### src/rtl/calculator_pkg.sv
// Shared calculator parameters, result-packer state encoding and the packed FIFO entry layout.
package calculator_pkg;

    localparam int DATA_W        = 32;
    localparam int MEM_WORD_SIZE = 64;
    localparam int PACK_DEPTH    = 2;
    localparam int ENTRY_W       = MEM_WORD_SIZE + 2;

    localparam logic [1:0] FULL_CNT  = 2'd2;
    localparam logic [1:0] EMPTY_CNT = 2'd0;

    typedef enum logic [1:0] {
        A_EMPTY = 2'b00,
        A_UPPER = 2'b01,
        A_LOWER = 2'b10
    } pack_state_t;

    // FIFO entry layout: {upper carry, lower carry, upper half, lower half}
    function automatic logic [ENTRY_W-1:0] pack_entry(
        input logic [DATA_W-1:0] upper,
        input logic [DATA_W-1:0] lower,
        input logic              carry_up,
        input logic              carry_lo
    );
        return {carry_up, carry_lo, upper, lower};
    endfunction

endpackage

### src/rtl/word_fifo.sv
// Two-entry synchronous FIFO holding packed words plus their carry flags.
// A push into a full FIFO is accepted only when a pop frees the head slot on the same edge.
module word_fifo
    import calculator_pkg::*;
(
    input  logic               clk_i,
    input  logic               rst_i,
    input  logic               push_i,
    input  logic               pop_i,
    input  logic [ENTRY_W-1:0] data_i,
    output logic [ENTRY_W-1:0] head_o,
    output logic [1:0]         count_o,
    output logic               full_o
);

    logic [ENTRY_W-1:0] mem_r [PACK_DEPTH];
    logic               wr_ptr_r;
    logic               rd_ptr_r;
    logic [1:0]         count_r;
    logic               push_s;
    logic               pop_s;

    // Qualify requests against current occupancy.
    always_comb begin
        pop_s  = pop_i && (count_r != EMPTY_CNT);
        push_s = push_i && ((count_r != FULL_CNT) || pop_s);
    end

    // Storage, 1-bit wrapping pointers and occupancy counter.
    always_ff @(posedge clk_i or negedge rst_i) begin
        if (!rst_i) begin
            for (int i = 0; i < PACK_DEPTH; i++) begin
                mem_r[i] <= {ENTRY_W{1'b0}};
            end
            wr_ptr_r <= 1'b0;
            rd_ptr_r <= 1'b0;
            count_r  <= EMPTY_CNT;
        end else begin
            if (push_s) begin
                mem_r[wr_ptr_r] <= data_i;
                wr_ptr_r        <= wr_ptr_r + 1'b1;
            end
            if (pop_s) begin
                rd_ptr_r <= rd_ptr_r + 1'b1;
            end
            case ({push_s, pop_s})
                2'b10:   count_r <= count_r + 2'd1;
                2'b01:   count_r <= count_r - 2'd1;
                default: count_r <= count_r;
            endcase
        end
    end

    // Head is forced to zero while empty so stale entries never leak out.
    always_comb begin
        if (count_r != EMPTY_CNT) begin
            head_o = mem_r[rd_ptr_r];
        end else begin
            head_o = {ENTRY_W{1'b0}};
        end
        count_o = count_r;
        full_o  = (count_r == FULL_CNT);
    end

endmodule

### src/rtl/result_packer.sv
// Assembles two 32-bit adder halves (any order) into a 64-bit word with carries and queues it
// in a 2-entry FIFO; same-half rewrites and overflow drops raise a sticky error.
module result_packer
    import calculator_pkg::*;
(
    input  logic                     clk_i,
    input  logic                     rst_i,
    input  logic [DATA_W-1:0]        sum_i,
    input  logic                     carry_i,
    input  logic                     buffer_write,
    input  logic                     buffer_control,
    output logic [MEM_WORD_SIZE-1:0] buff_result,
    output logic                     buff_valid,
    input  logic                     buff_ready,
    output logic [1:0]               ovf_o,
    output logic [1:0]               count_o,
    output logic                     full_o,
    output logic                     err_o
);

    pack_state_t        state_r;
    logic [DATA_W-1:0]  upper_r;
    logic [DATA_W-1:0]  lower_r;
    logic               carry_up_r;
    logic               carry_lo_r;
    logic               err_r;

    logic               push_s;
    logic               pop_s;
    logic               overwrite_s;
    logic               drop_s;
    logic               full_s;
    logic [1:0]         count_s;
    logic [ENTRY_W-1:0] entry_s;
    logic [ENTRY_W-1:0] head_s;

    // Decode the incoming half against the held half: complete, overwrite or start.
    always_comb begin
        push_s      = 1'b0;
        overwrite_s = 1'b0;
        entry_s     = pack_entry(upper_r, sum_i, carry_up_r, carry_i);
        if (!buffer_write) begin
            case (state_r)
                A_UPPER: begin
                    if (buffer_control) begin
                        overwrite_s = 1'b1;
                    end else begin
                        push_s  = 1'b1;
                        entry_s = pack_entry(upper_r, sum_i, carry_up_r, carry_i);
                    end
                end
                A_LOWER: begin
                    if (!buffer_control) begin
                        overwrite_s = 1'b1;
                    end else begin
                        push_s  = 1'b1;
                        entry_s = pack_entry(sum_i, lower_r, carry_i, carry_lo_r);
                    end
                end
                default: begin
                    push_s = 1'b0;
                end
            endcase
        end else begin
            push_s = 1'b0;
        end
        pop_s  = buff_ready && buff_valid;
        drop_s = push_s && full_s && !pop_s;
    end

    // Assembly FSM, held halves and sticky error flag.
    always_ff @(posedge clk_i or negedge rst_i) begin
        if (!rst_i) begin
            state_r    <= A_EMPTY;
            upper_r    <= {DATA_W{1'b0}};
            lower_r    <= {DATA_W{1'b0}};
            carry_up_r <= 1'b0;
            carry_lo_r <= 1'b0;
            err_r      <= 1'b0;
        end else begin
            if (!buffer_write) begin
                if (buffer_control) begin
                    upper_r    <= sum_i;
                    carry_up_r <= carry_i;
                end else begin
                    lower_r    <= sum_i;
                    carry_lo_r <= carry_i;
                end
                case (state_r)
                    A_EMPTY: state_r <= buffer_control ? A_UPPER : A_LOWER;
                    A_UPPER: state_r <= buffer_control ? A_UPPER : A_EMPTY;
                    A_LOWER: state_r <= buffer_control ? A_EMPTY : A_LOWER;
                    default: state_r <= A_EMPTY;
                endcase
            end
            if (overwrite_s || drop_s) begin
                err_r <= 1'b1;
            end
        end
    end

    word_fifo u_word_fifo (
        .clk_i   (clk_i),
        .rst_i   (rst_i),
        .push_i  (push_s),
        .pop_i   (pop_s),
        .data_i  (entry_s),
        .head_o  (head_s),
        .count_o (count_s),
        .full_o  (full_s)
    );

    // Outputs come straight from FIFO registers and the error register.
    always_comb begin
        buff_result = head_s[MEM_WORD_SIZE-1:0];
        ovf_o       = head_s[ENTRY_W-1:MEM_WORD_SIZE];
        buff_valid  = (count_s != EMPTY_CNT);
        count_o     = count_s;
        full_o      = full_s;
        err_o       = err_r;
    end

endmodule

### config.mk
export PLATFORM = sky130hd
export DESIGN_NAME = result_packer
export DESIGN_NICKNAME = d
export VERILOG_FILES = /design/src/rtl/calculator_pkg.sv /design/src/rtl/word_fifo.sv /design/src/rtl/result_packer.sv
export SDC_FILE = /design/constraint.sdc
export NUM_CORES = 1
export LEC_CHECK = 0
export ABC_AREA = 1
export CAP_MARGIN = 20
export CORE_MARGIN = 1.5
export CORE_UTILIZATION = 50
export DETAILED_ROUTE_END_ITERATION = 7
export MAX_ROUTING_LAYER = met4
export PLACE_DENSITY = 0.68
export SYNTH_ARGS = -nofsm -noshare
export SYNTH_HDL_FRONTEND = slang
export SYNTH_SLANG_ARGS = --single-unit
### constraint.sdc
create_clock -name clk_i -period 4.25 [get_ports clk_i]
set_clock_uncertainty 0.2 [all_clocks]
set_input_delay 0.85 -clock clk_i [delete_from_list [all_inputs] [get_ports clk_i]]
set_output_delay 0.85 -clock clk_i [all_outputs]
set_load 0.005 [all_outputs]
==> results.toml <==
[run_status]
status = "finished, final reports clean"

[detailed_routing]
routed_wl_um = 22200
wl_per_cell_um = 14.40
drc = 0
wl_met2_um = 10380
ant_nets = 0
routed.top_layer = "met4"
wl_met3_um = 836
first_iter_violations = 646
wl_met1_um = 10640
via_count = 7776
vias_per_cell = 5.043
drtPass1Iterations = 5

[power]
swShare = 0.3347
ir_drop_v = 0.0003196
p_comb_frac = 0.364
p_leak_nw = 5.597
p_switching_mw = 2.571
power.density_nw_per_um2 = 671.7
clkPwrFrac = 0.248
internal_power_mw = 5.112
seq_power_share = 0.388

[floorplanning]
start_util = 0.5102
chipHeight_um = 141.4
num_rows = 50
die_w_um = 141.4
core_um2 = 18770
die_area_um2 = 19990
top_level_ports = 109

[cells_and_area]
nets = 1330
final_common_cell = "nand2_1"
final_cell_mix = "nand2_1, dfrtp_1, inv_1, clkdlybuf4s50_1, o21ai_1"
stdcell_area_um2 = 11440
multiInputGateArea_um2 = 3606
drive_gt1_frac = 0.07187
utilization = 0.6095
num-fill-cells = 1695
seq_area_um2 = 5131
area.growth.synth_to_final_pct = 19.46
diodes = 0

[sta]
setup_viol = 0
finalCritPeriodShare = 0.8300
fmax_ghz = 0.2835
min_period_ns = 3.527
slew_headroom = 0.4335
worst-slew-pin-transition_ns = 0.8498
finalHoldViolations = 0
finalSetupTns_ns = 0
drv_slew = 0
finalWorstSetupSlack_ns = 0.7227
grt_setup_unrepaired = "no"

[logic_synthesis]
syn_avg_cell_area_um2 = 7.888
yosysWarnings = 0
synth_top_family_by_area = "simple AND/OR/NAND/NOR gates"
postSynthCellCount = 1214
synth_compound_area_frac = 0.1511
syn_area_um2 = 9575
muxShareOfSynthArea = 0
ys_ff_latch = 205
synth_nets = 1253
synth_xor_area_frac = 0.002744
synthSimpleGateAreaFrac = 0.2189
synth-seq-area-share = 0.5357
yosysUniqueCellTypes = 24
synthAdderAreaFrac = 0.001307

[critical_path]
crit_type = "flip-flop to output pin"
cp-end-kind = "output pin"
crit_required_ns = 3.20
crit_fanout = 67
arrival_ns = 2.48
worstSetupStartpointType = "flip-flop"

[clock_tree]
tritoncts = "built"
cts_resized = 0
ctsHoldBuffers = 0
clk_pin_slew_ns = 0.06
clock-sinks = 205
cts_setup_buffers = 0
cts_buffers = 23
clockBufferDepth = 3
clk_latency_ns = 0.51
clock-root-buffer = "clkbuf_16"
cts_max_level = 1

[placement]
place_ws_ns = 0.8896
portBuffers = 108
routabilityCongestion = 0.7609
place_hpwl_um = 13340
place_area_um2 = 10710

[grt]
grt_pass1_vias = 7268
grt_pass1_wl_um = 37090
gr-total-overflow = 0
grt_usage = 0.2370
antenna_found_initial = 0
grt_start_max_net_pins = 104

[worst_hold_path]
hold_path_class = "primary input to asynchronous set/reset pin"

[job]
max-cap-violations = 0
[power groups by stage]
stage | logic (mW) | registers (mW) | clock network (mW)
final | 2.79 | 2.98 | 1.91
after global routing | 3.13 | 3.05 | 2.03
after CTS | 2.83 | 2.97 | 1.95
after detailed placement | 2.81 | 3.00 | 0
after global placement | 2.77 | 2.99 | 0
after floorplan | 1.56 | 2.91 | 0
[synth_stat cells (all sizes together)]
library cell	count	area, µm²
nand2	537	2018
dfrtp	205	5130
o21ai	199	1086
inv	109	409.1
a21oi	68	340.3
buf	45	330.3
clkbuf	33	125.1
nor2	8	37.54
nand3	3	40.03
o22ai	2	12.51
xor2	2	17.52
ha	1	12.51
o211ai	1	7.510
xnor2	1	8.760
[area by class of cell]
class                   count  area share
clock buffers              35     0.05776
clock inverters             7    0.005579
inverters                 109     0.03577
multi-input cells         822      0.3152
flip-flops and latches    205      0.4486
well taps                 234     0.02560
repair buffers            130      0.1115
[worst paths after layout]
kind	start	endpoint	slack, ns	cells past startpoint
worst min register to register	u_word_fifo.mem_r[1]$_DFFE_PN0P_	u_word_fifo.mem_r[1]$_DFFE_PN0P_	0.28	2
max in group asynchronous	rst_i	u_word_fifo.mem_r[10]$_DFFE_PN0P_	2.72	2
worst max register to register	u_word_fifo.count_o[0]$_DFFE_PN0P_	u_word_fifo.mem_r[129]$_DFFE_PN0P_	1.92	6
min in group clk_i	u_word_fifo.mem_r[1]$_DFFE_PN0P_	u_word_fifo.mem_r[1]$_DFFE_PN0P_	0.28	2
worst min-delay path	rst_i	u_word_fifo.mem_r[96]$_DFFE_PN0P_	0.22	1
worst max-delay path	u_word_fifo.rd_ptr_r$_DFFE_PN0P_	buff_result[42]	0.72	4
[metrics by stage]
stage	cells	hold WS (ns)	power (mW)
2_1_floorplan	1214	0.2530	4.468
3_3_place_gp	1500	0.2641	5.752
3_5_place_dp	1500	0.2687	5.809
4_1_cts	1542	0.2697	7.750
5_1_grt	1542	0.2912	8.218
6_report	1542	0.2153	7.683
[flip-flops by register name, indices dropped and copies added, names as in the netlist]
name and cells:
upper_r 32, u_word_fifo.wr_ptr_r 1, err_o 1, u_word_fifo.rd_ptr_r 1, lower_r 32, carry_lo_r 1, state_r 2, u_word_fifo.count_o 2
u_word_fifo.mem_r 132, carry_up_r 1
[routing by layer]
| layer | vias up | global-route usage |
|---|---|---|
| li1 | 3946 | - |
| met1 | 3658 | 0.3286 |
| met5 | - | - |
| met4 | 0 | 0.05372 |
| met3 | 26 | 0.03341 |
| met2 | 146 | 0.3744 |
[cells by family (layout without fill, tap and decap cells)]
logic type               after synthesis  after routing
AO/OA/AOI/OAI                        270            270
XOR/XNOR                               3              3
adder cells (fa/ha/maj)                1              1
buffers and inverters                187            281
flip-flops                           205            205
AND/OR/NAND/NOR                      548            548
[worst max-delay path, stage by stage (launching register included)]
cell,delay (ns)
dfrtp_2,0.36
buf_4,0.65
nand2_1,0.10
a21oi_1,0.29
clkdlybuf4s50_1,0.55
(Power assumes the default switching activity.)
==> variant 1: new RTL, same settings <==
Put a register stage on the output `ovf_o`, cleared by the reset. The value now appears one clock later. The other outputs are not delayed to match.
--- a/src/rtl/result_packer.sv
+++ b/src/rtl/result_packer.sv
@@ -19,2 +19,4 @@
 );
+
+    logic [1:0] ovf_d;
 
@@ -115,3 +117,3 @@
         buff_result = head_s[MEM_WORD_SIZE-1:0];
-        ovf_o       = head_s[ENTRY_W-1:MEM_WORD_SIZE];
+        ovf_d       = head_s[ENTRY_W-1:MEM_WORD_SIZE];
         buff_valid  = (count_s != EMPTY_CNT);
@@ -122,2 +124,10 @@
 
+    always_ff @(posedge clk_i or negedge rst_i) begin
+        if (!rst_i) begin
+            ovf_o <= '0;
+        end else begin
+            ovf_o <= ovf_d;
+        end
+    end
+
 endmodule
Function: changed (a bounded check fails within 4 cycles, from zero or initial values and one cycle with rst_i low).
==> variant 1 against the unedited design <==
Power down 0.58%. Non-clock buffer count is 4 lower. Final cell count grew 1.4%. Setup slack improved by 8.5 ps. Core utilization shrank 2.5 points. Synthesized area is 5.5% higher. Synthesized cell count grew 5.4%. Sequential share of layout area is 0.24 points higher. Sequential cell count up 2. First-iteration DRC count decreased by 17%. Routed wire length increased by 0.86%. Cell area increased by 0.45%. Largest cell class unchanged. Highest routed layer unchanged.
==> variant 1: results (changes against the unedited design) <==
* HPWL after detailed placement at 13500 um (+1.4%)
* Global-route total usage across every layer at 22.4% (-1.3 points)
* Worst reg2reg path endpoint: u_word_fifo.mem_r[57]
* Mean number of vias per cell at 5.00 (-0.77%)
* Initial DRC Count at 533 (-17%)
* Origin of the critical flop-to-flop path: u_word_fifo.count_o[1]
* Peak supply drop at 314 uV (-1.9%)
* Part of the Yosys area used for sequential elements at 51.3% (-2.3 points)
* Complex-gate fraction of the synthesized area at 14.3% (-0.79 points)
* Register-to-register path setup slack at 1880 ps (-40 ps)
* Top cells by count, synth: sky130_fd_sc_hd__nand2_1 (536), sky130_fd_sc_hd__dfrtp_1 (207), sky130_fd_sc_hd__inv_1 (108), sky130_fd_sc_hd__o21ai_1 (105), sky130_fd_sc_hd__o21ai_0 (70)
* Maximum number of pins on one net before global-route repair at 86 (-17%)
* Number of cells on the worst reg-to-reg path at 7 (+1)
* First-pass iteration count of the detailed router at 5 (unchanged)
* Placer's final routability congestion estimate at 0.779 (+2.3%)
* Number of global-route vias before repair at 7368 (+1.4%)
* Fraction of the mapped netlist area in adder cells at 0.124% (-0.0069 points)
* Result of the run: finished, final reports clean
* Layout cell share with drive strength beyond 1 at 6.70% (-0.49 points)
* Instance area after placement at 0.0108 mm^2 (+0.78%)
* Top area cells in the synthesized netlist: sky130_fd_sc_hd__dfrtp_1 (51%), sky130_fd_sc_hd__nand2_1 (20%), sky130_fd_sc_hd__o21ai_1 (5.2%), sky130_fd_sc_hd__buf_4 (4.8%), sky130_fd_sc_hd__inv_1 (4.0%)
* Post-Synth XOR/XNOR Area at 0.260% (-0.014 points)
* # nets final at 1327 (-0.23%)
* Count of cell types in the netlist at 24 (unchanged)
* Detailed-route wire length per cell at 14.3 um (-0.56%)
* Fill count at 1890 (+12%)
* Clock buffer count from CTS at 22 (-4.3%)
* Leakage power at 5.60 nW (about the same)
* Biggest fanout along the worst timing path at 47 (-30%)
* Wire length of the first global-routing pass at 37700 um (+1.5%)
* Tightest Pin Transition at 806 ps (-43.5 ps)
[variant 1: cell count changes after synthesis, sizes merged]
cell and delta:
buf +66, clkbuf -2, dfrtp +2
[variant 1: power by group]
group          switching, mW  leakage, nW  internal [mW]  total [mW]
logic                   1.42         2.66           1.35        2.78
registers              0.365         2.60           2.65        3.01
clock network          0.751        0.342           1.10        1.85
total                   2.54         5.60           5.10        7.64
[variant 1: routing by layer]
| metal | vias up | global-route usage (%) | share of wire [%] |
|---|---|---|---|
| li1 | 3934 | - | - |
| met3 | 38 | 2.83 | 4.7 |
| met2 | 166 | 36.1 | 47 |
| met1 | 3688 | 30.1 | 47 |
| met5 | - | - | 0 |
| met4 | 0 | 5.82 | 2.0 |
[variant 1: worst max-delay path by stage]
| stage | start | end |
|---|---|---|
| CTS | u_word_fifo.count_o[1] | buff_result[55] |
| finish | u_word_fifo.count_o[1] | buff_result[55] |
| global placement | buffer_control | u_word_fifo.mem_r[59] |
| global route | u_word_fifo.count_o[0] | buff_result[55] |
| detailed placement | buffer_control | u_word_fifo.mem_r[24] |
| floorplan | u_word_fifo.count_o[0] | buff_result[0] |
[variant 1: kinds of logic after synthesis]
| group | Yosys count |
|---|---|
| adders and majority gates | 1 |
| xor gates and xnor gates | 3 |
| AOI/OAI and AO/OA | 270 |
| and+or+nand+nor | 548 |
| DFF | 207 |
| buffers and inverters | 251 |
[variant 1: area by class of cell]
class	count	area share, %
clock buffer	34	5.98
sequential	207	45.1
tap	265	2.89
multi-input combinational	822	31.4
timing repair buffer	126	11.1
inverter	109	3.56
clock inverter	1	0.0436
[variant 1: worst max-delay path, stage by stage (launching register included)]
cell                              delay, ps
sky130_fd_sc_hd__dfrtp_1                460
sky130_fd_sc_hd__nor2_4                 560
sky130_fd_sc_hd__buf_12                 330
sky130_fd_sc_hd__a21oi_1                120
sky130_fd_sc_hd__clkdlybuf4s50_1        470
[variant 1: per-stage QoR]
step	cells	worst slack, ps	util [%]	hold slack (ps)
after floorplan	1280	1880	-	253
after global placement	1529	979	54.9	266
after detailed placement	1529	928	54.9	269
after CTS	1564	698	58.5	217
after global routing	1564	632	58.5	243
final	1564	731	58.5	193
==> variant 2: new RTL, same flow settings <==
Made on the original files. `PACK_DEPTH`: 2 -> 1.
--- a/src/rtl/calculator_pkg.sv
+++ b/src/rtl/calculator_pkg.sv
@@ -5,3 +5,3 @@
     localparam int MEM_WORD_SIZE = 64;
-    localparam int PACK_DEPTH    = 2;
+    localparam int PACK_DEPTH    = 1;
     localparam int ENTRY_W       = MEM_WORD_SIZE + 2;
Formal check against the unedited RTL: not equivalent (a bounded check fails within 10 cycles, from zero or initial values and one cycle with rst_i low).
==> variant 2 against the unedited design <==
Setup slack better by 210 ps. Synthesized area decreased by 30%. Highest routed layer unchanged. Global-route usage decreased by 1.8 points. Core utilization rose by 3.8 points. Cell area is 25% lower. Routed wire length fell by 36%. Fmax rose by 6.3%. Critical path type unchanged. Via count shrank 29%. First-iteration DRC count fell by 43%. Sequential cell count fell by 67. Hold slack improved by 61 ps. Power is 31% lower. Largest power group unchanged. Count of clock-buffer cells in the layout down 15.
==> variant 2: results (changes against the unedited design) <==
* Result of the run: finished, final reports clean
* Number of multi-input combinational cells in the layout at 558 (-32%)
* Largest registers: u_word_fifo.mem_r x66, lower_r x32, upper_r x32
* Placer's final routability congestion estimate at 0.774 (+1.7%)
* Total non-filler cell area in the finished layout at 0.00854 mm^2 (-25%)
* Utilization after layout at 64.7% (+3.8 points)
* Initial DRC Count at 371 (-43%)
* Non-clock inverter count in the final layout at 174 (+60%)
* Combined area of the multi-input logic cells at 0.00237 mm^2 (-34%)
* Total wire length at 14300 um (-36%)
* Number of global-route vias before repair at 5031 (-31%)
* Slowest Stage Delay on Critical Path at 460 ps (-190 ps)
* Crit path DAT at 2270 ps (-210 ps)
* Clock buffer count from CTS at 17 (-26%)
* Switching share of power at 29.6% (-3.9 points)
* H-tree level count at 4 (+3)
* Tightest Pin Transition at 805 ps (-44.6 ps)
* Count of cell types in the netlist at 20 (-17%)
* Critical Path Source: u_word_fifo.count_o[1]
* Capture point of the critical path: ovf_o[1]
* Mapped Avg Cell Area at 7.31 um^2 (-7.3%)
* Maximum number of pins on one net before global-route repair at 89 (-14%)
* Leakage power at 4.44 nW (-21%)
* Clk_lat worst skew at 420 ps (-90 ps)
* Final-layout clock-cell area share at 7.74% (+1.4 points)
* Worst reg2reg path endpoint: u_word_fifo.count_o[1]
* Top area cells in the synthesized netlist: sky130_fd_sc_hd__dfrtp_1 (51%), sky130_fd_sc_hd__nand2_1 (19%), sky130_fd_sc_hd__inv_1 (9.7%), sky130_fd_sc_hd__o21ai_0 (5.4%), sky130_fd_sc_hd__nor2_1 (4.0%)
* Clock buffers at 20 (-43%)
* Post-Place Cells at 1165 (-22%)
* Area share of buffers outside the clock network at 13.8% (+2.6 points)
* Crit path max-delay cell type: sky130_fd_sc_hd__clkdlybuf4s50_1
* Cell Pwr Density at 623 mW/mm^2 (-7.2%)
* Layout cell share with drive strength beyond 1 at 6.07% (-1.1 points)
* Sequential power at 1.92 mW (-36%)
* Power in combinational cells at 1.76 mW (-37%)
* Instance area after placement at 0.00788 mm^2 (-26%)
* HPWL after detailed placement at 8720 um (-35%)
* Top cells by count, synth: sky130_fd_sc_hd__nand2_1 (341), sky130_fd_sc_hd__inv_1 (174), sky130_fd_sc_hd__dfrtp_1 (138), sky130_fd_sc_hd__o21ai_0 (72), sky130_fd_sc_hd__nor2_1 (71)
* Number of cells on the worst reg-to-reg path at 7 (+1)
* Buffers, non-clock at 119 (-8.5%)
* Global-route total usage across every layer at 21.9% (-1.8 points)
* Wire length of the first global-routing pass at 23800 um (-36%)
* Biggest fanout along the worst timing path at 33 (-51%)
variant 2: changes by cell type in the layout (fill, tap and decap cells not counted), sizes merged, moves of 4 or more:
cell    unedited run  this run
inv              110       174
o21ai            199       134
nand2            537       342
a21oi             68         2
buf               22        12
nor2               8        73
clkbuf            36        20
bufinv             1         5
dfrtp            205       138
variant 2: routing by layer:
layer  GRT usage [%]  vias to the layer above  part of all wire (%)
met2            34.3                      113                    47
met5               -                        -                     0
li1                -                     2881                     -
met3            4.74                       19                   3.4
met4            8.43                        0                   1.9
met1            28.0                     2501                    48
variant 2: cell families (layout without fill, tap and decap cells):
group / Yosys count / count (layout) / synth area share [%]
simple gates: 418 / 418 / 23.7
buf+inv: 223 / 325 / 13.7
flops: 138 / 138 / 51.4
compound gates: 137 / 137 / 10.8
xor+xnor: 2 / 2 / 0.261
fa+ha+maj: 1 / 1 / 0.186
